## config.mk

```make
export PLATFORM = sky130hd
export DESIGN_NAME = dma_bus_arbiter
export DESIGN_NICKNAME = d
export VERILOG_FILES = /design/src/rtl/dma_bus_pkg.sv /design/src/rtl/dma_grant_watchdog.sv /design/src/rtl/dma_bus_arbiter.sv
export SDC_FILE = /design/constraint.sdc
export NUM_CORES = 1
export LEC_CHECK = 0
export ABC_AREA = 1
export CORE_ASPECT_RATIO = 0.7
export CORE_MARGIN = 2
export CORE_UTILIZATION = 30
export DETAILED_ROUTE_END_ITERATION = 6
export PLACE_DENSITY = 0.76
export SKIP_LAST_GASP = 1
export SYNTH_ARGS = -nofsm -noshare
export SYNTH_HDL_FRONTEND = slang
export SYNTH_SLANG_ARGS = --single-unit
```

## constraint.sdc

```tcl
create_clock -name CLK -period 1.3 [get_ports CLK]
set_clock_uncertainty 0.1 [all_clocks]
set_input_delay 0.26 -clock CLK [delete_from_list [all_inputs] [get_ports CLK]]
set_output_delay 0.26 -clock CLK [all_outputs]
set_load 0.01 [all_outputs]
```

## src/rtl/dma_bus_pkg.sv

```systemverilog
// Shared types and default constants for the DMA bus arbiter slice.
package dma_bus_pkg;

    localparam int          DMA_WORD_SIZE       = 16;
    localparam logic [15:0] DMA_BASE_DEFAULT    = 16'h01f4;
    localparam int          DMA_LEN_DEFAULT     = 12;
    localparam int          WDOG_CYCLES_DEFAULT = 64;

    typedef enum logic [2:0] {
        IDLE      = 3'd0,
        CMD       = 3'd1,
        WAIT_SAFE = 3'd2,
        GRANT     = 3'd3,
        RELEASE   = 3'd4,
        DONE      = 3'd5
    } arb_state_t;

endpackage

```

## src/rtl/dma_grant_watchdog.sv

```systemverilog
// Grant watchdog: counts cycles while enabled, cleared on demand, and
// flags expiry in the cycle that completes LIMIT enabled cycles.
module dma_grant_watchdog #(
    parameter int LIMIT = 64
) (
    input  logic CLK,
    input  logic RESET,
    input  logic clr,
    input  logic en,
    output logic expire
);

    localparam int CW = $clog2(LIMIT + 1);

    logic [CW-1:0] count_q;

    // Count enabled cycles; hold at the expiry value until cleared.
    always_ff @(posedge CLK or posedge RESET) begin
        if (RESET) begin
            count_q <= '0;
        end else if (clr) begin
            count_q <= '0;
        end else if (en && !expire) begin
            count_q <= count_q + 1'b1;
        end
    end

    // count_q holds completed cycles, so LIMIT-1 means this is the last one.
    assign expire = en && (count_q == CW'(LIMIT - 1));

endmodule

```

## src/rtl/dma_bus_arbiter.sv

```systemverilog
// CPU-side DMA bus arbiter: turns device data-ready into a DMA command,
// lends the bus once the CPU memory stage is quiet, and reclaims it on
// DMA end (or when the DMA abandons the request).
// Optional grant watchdog enabled by defining ARB_WATCHDOG_EN.
//
// state     | meaning
// ----------+------------------------------------------------------
// IDLE      | bus owned by CPU, no transfer requested
// CMD       | cmd raised, waiting for DMA bus request
// WAIT_SAFE | BR seen, CPU memory access still in flight; stall CPU
// GRANT     | bus lent to DMA (BG=1), CPU stalled
// RELEASE   | bus taken back, waiting for DMA to drop BR
// DONE      | one-cycle completion interrupt to CPU
module dma_bus_arbiter
    import dma_bus_pkg::*;
#(
    parameter int                   WORD_SIZE   = DMA_WORD_SIZE,
    parameter logic [WORD_SIZE-1:0] DMA_BASE    = WORD_SIZE'(DMA_BASE_DEFAULT),
    parameter int                   DMA_LEN     = DMA_LEN_DEFAULT,
    parameter int                   WDOG_CYCLES = WDOG_CYCLES_DEFAULT
) (
    input  logic                 CLK,
    input  logic                 RESET,
    input  logic                 dev_ready,
    input  logic                 BR,
    input  logic                 dma_end,
    input  logic                 cpu_mem_busy,
    output logic                 cmd,
    output logic [WORD_SIZE-1:0] dma_addr,
    output logic [WORD_SIZE-1:0] dma_len,
    output logic                 BG,
    output logic                 cpu_stall,
    output logic                 dma_done_irq,
    output logic                 overrun,
    output logic                 dma_err
);

    arb_state_t state, state_nxt;
    logic       pending_q;
    logic       overrun_q;

    if (WDOG_CYCLES < 1) begin : g_wdog_cfg_check
        $error("WDOG_CYCLES must be at least 1");
    end

`ifdef ARB_WATCHDOG_EN
    logic wdog_expire;
    logic wdog_abort;
    logic abort_q;
    logic err_q;

    dma_grant_watchdog #(
        .LIMIT (WDOG_CYCLES)
    ) u_wdog (
        .CLK    (CLK),
        .RESET  (RESET),
        .clr    (state != GRANT),
        .en     (state == GRANT),
        .expire (wdog_expire)
    );

    // Remember an aborted transfer through RELEASE so DONE is skipped;
    // dma_err is the registered abort event, high for one cycle.
    always_ff @(posedge CLK or posedge RESET) begin
        if (RESET) begin
            abort_q <= 1'b0;
            err_q   <= 1'b0;
        end else begin
            err_q <= wdog_abort;
            if (wdog_abort) begin
                abort_q <= 1'b1;
            end else if (state == RELEASE && state_nxt != RELEASE) begin
                abort_q <= 1'b0;
            end
        end
    end

    assign dma_err = err_q;
`else
    assign dma_err = 1'b0;
`endif

    // State register; reset drops every state-decoded output at once.
    always_ff @(posedge CLK or posedge RESET) begin
        if (RESET) begin
            state <= IDLE;
        end else begin
            state <= state_nxt;
        end
    end

    // Next-state logic.
    always_comb begin
        state_nxt = state;
`ifdef ARB_WATCHDOG_EN
        wdog_abort = 1'b0;
`endif
        unique case (state)
            IDLE: begin
                if (dev_ready || pending_q) begin
                    state_nxt = CMD;
                end
            end
            CMD: begin
                if (BR) begin
                    state_nxt = cpu_mem_busy ? WAIT_SAFE : GRANT;
                end
            end
            WAIT_SAFE: begin
                if (!cpu_mem_busy) begin
                    state_nxt = GRANT;
                end
            end
            GRANT: begin
                // A dropped BR without dma_end means the DMA gave up.
                if (dma_end || !BR) begin
                    state_nxt = RELEASE;
                end
`ifdef ARB_WATCHDOG_EN
                else if (wdog_expire) begin
                    state_nxt  = RELEASE;
                    wdog_abort = 1'b1;
                end
`endif
            end
            RELEASE: begin
                if (!BR) begin
`ifdef ARB_WATCHDOG_EN
                    state_nxt = abort_q ? IDLE : DONE;
`else
                    state_nxt = DONE;
`endif
                end
            end
            DONE: begin
                state_nxt = IDLE;
            end
            default: begin
                state_nxt = IDLE;
            end
        endcase
    end

    // One-deep request memory for dev_ready arriving while busy; a request
    // that finds the slot full is lost and flagged sticky until reset.
    always_ff @(posedge CLK or posedge RESET) begin
        if (RESET) begin
            pending_q <= 1'b0;
            overrun_q <= 1'b0;
        end else begin
            if (dev_ready && pending_q) begin
                overrun_q <= 1'b1;
            end
            if (state == IDLE) begin
                pending_q <= 1'b0;
            end else if (dev_ready) begin
                pending_q <= 1'b1;
            end
        end
    end

    // Moore outputs decoded from the state register.
    always_comb begin
        cmd          = (state == CMD) || (state == WAIT_SAFE) || (state == GRANT);
        BG           = (state == GRANT);
        cpu_stall    = (state == WAIT_SAFE) || (state == GRANT) || (state == RELEASE);
        dma_done_irq = (state == DONE);
        overrun      = overrun_q;
        dma_addr     = cmd ? DMA_BASE : '0;
        dma_len      = cmd ? WORD_SIZE'(DMA_LEN) : '0;
    end

endmodule

```

==> results of run 1 <==
worst max-delay path by stage:
stage,from,endpoint,depth (start not counted)
3_5_place_dp,state[2],dma_addr[8],3
3_3_place_gp,state[1],cpu_stall,4
5_1_grt,state[2],dma_len[2],3
2_1_floorplan,state[2],dma_addr[2],3
6_report,state[1],dma_addr[8],4
4_1_cts,state[0],cpu_stall,4
cell families after synthesis:
group	count (synthesis)	synth area share (%)
other cells	1	0.6310
buf+inv	42	48.00
flops	5	21.05
simple gates	34	26.53
compound gates	4	3.789
power breakdown:
group	switching, µW	internal (µW)
sequential	62.8	224
clock	69.6	116
combinational	813	940
total	945	1280
critical path, cell delays in order (launching register included):
cell,delay (ps)
dfrtp_2,400
nor2_4,60
buf_4,140
nor2_4,180
buf_6,140
synthesized netlist by cell type:
cell type | number | area share [%]
and2_1 | 1 | 1.1
dfrtp_1 | 5 | 21
nor2_1 | 8 | 5.1
o21ai_0 | 2 | 1.7
nand3_1 | 4 | 3.4
buf_4 | 34 | 43
o21bai_1 | 1 | 1.3
nor3_1 | 1 | 0.84
nor2_2 | 3 | 3.2
nand2_2 | 4 | 4.2
nand2_1 | 12 | 7.6
nor3b_1 | 1 | 1.3
a21oi_1 | 1 | 0.84
conb_1 | 1 | 0.63
inv_1 | 8 | 5.1
what timing repair did:
| item | in CTS | in global routing |
|---|---|---|
| hold buffers | 0 | 0 |
| cloned | 1 | 0 |
| resized for setup | 69 | 8 |
| setup endpoints to repair | 16 | 16 |
| setup buffers | 6 | 2 |
| pin swaps | 5 | 6 |
stage by stage:
stage / instances / hold WS, ps / worst slack, ps / TNS, ps
6_report: 140 / 104.6 / -224.5 / -2826
3_5_place_dp: 127 / 376.3 / -377.2 / -4702
4_1_cts: 138 / 108.0 / -251.8 / -2941
5_1_grt: 140 / 120.7 / -266.5 / -3602
2_1_floorplan: 110 / -61.48 / 77.23 / 0
3_3_place_gp: 127 / 361.6 / -361.1 / -4390
state kept, by name, indices dropped and copies added (netlist names):
| name | cells |
|---|---|
| overrun | 1 |
| pending_q | 1 |
| state | 3 |
layout make-up:
class                           instances  area (µm²)  share of cell area [%]
Tap cell                               22       27.53                   3.134
Inverter                                8       30.03                   3.419
Multi-Input combinational cell         64       331.6                   37.75
Sequential cell                         5       127.6                   14.53
Clock buffer                            4       26.28                   2.991
Timing Repair Buffer                   37       335.3                   38.18
layer usage:
metal	part of all wire, %	routed length [µm]	vias to the layer above	track usage, %
met5	0	0	-	0
li1	-	-	267	-
met3	7.9	101	4	3.785
met2	51	654	27	18.39
met4	2.8	36	0	9.884
met1	38	479	227	11.11
==> out/metrics.cfg, run 1 <==
[outcome]
outcome = finished, violations left
violations = setup timing

[clock_tree]
numCtsBuffers = 3
cts_max_level = 1
cts_buffer_depth = 2
cts_sinks = 5
clk_pin_slew_ps = 40
clock_latency_ps = 250
root_buffer = clkbuf_4
cts_tree = built

[final_layout]
fin_nets = 125
diodes = 0
final_util_pct = 46.96
fin_area_um2 = 878.3
layout_common_cells = conb_1, buf_4, buf_6, nand2_1, nor2_1
final_common_cell = conb_1
n_fill_cell = 188
drive_above_1_share_pct = 44.07
syn_to_final_growth_pct = 47.79

[min_path]
min_path_type = in -> async

[synth]
ys_warn_count = 0
syn_inst = 86
yosysSeqAreaShare_pct = 21.05
avgSynthCellArea_um2 = 6.911
ys_ff_latch = 5
ys_types = 15
netlist_area_um2 = 594.3

[critical_path]
regToRegSetupSlack_ps = -160
crit_arrival_ps = 1160
r2r_start = state[0]
crit_type = reg -> out
reg2regPathDepth = 10
cp-end-kind = output port
critPathMaxFanout = 5
start_kind = register
reg2reg_to = state[1]
critPathRequiredTime_ps = 940

[timing]
period_minus_slack_ps = 1525
finalHoldViolations = 0
fin_ws_ps = -224.5
max_freq_mhz = 656.0
finalMaxSlewViolations = 0
period_share_pct = 117.3
setup_viol = 15
rsz0062_at_grt = true

[die]
core_area_um2 = 1871
die_x_um = 57.20
fp.dieH_um = 41.24
initial_core_util_pct = 31.77
std_cell_rows = 13
ios = 44
fp.dieArea_um2 = 2359

[global_routing]
grtUsageTotal_pct = 10.78
antenna_found_initial = 0
grt_overflow = 0
grt_pass1_vias = 434
grt_max_degree = 6
grt_pass1_wl_um = 1766

[placed_design]
place.detailed.hpwl_um = 903.9
port_buffers = 18
placed_cell_area_um2 = 732.0
gp_congestion = 0.7322

[power]
peakVddDrop_mv = 1.040
power_leakage_uw = 0.0004852
pwr_density_cell_nw_per_um2 = 2534
power.total_uw = 2226

[drt]
vias_per_cell = 3.750
drt_pass1_iterations = 4
vias = 525
first_iter_violations = 16
antenna_left = 0
drc_errors = 0
wire_per_inst_um = 9.086
finalWirelength_um = 1272

[run]
maxCapViolCount = 0

Note: power is estimated with default switching activity, not from simulation.
==> inputs of run 2 (changes only) <==
--- a/config.mk
+++ b/config.mk
@@ -6,6 +6,7 @@
 export NUM_CORES = 1
 export LEC_CHECK = 0
 export ABC_AREA = 1
+export CAP_MARGIN = 10
 export CORE_ASPECT_RATIO = 0.7
 export CORE_MARGIN = 2
 export CORE_UTILIZATION = 30
==> results of run 2 <==
Final layout, timing and power as in run 1 (identical DEF).
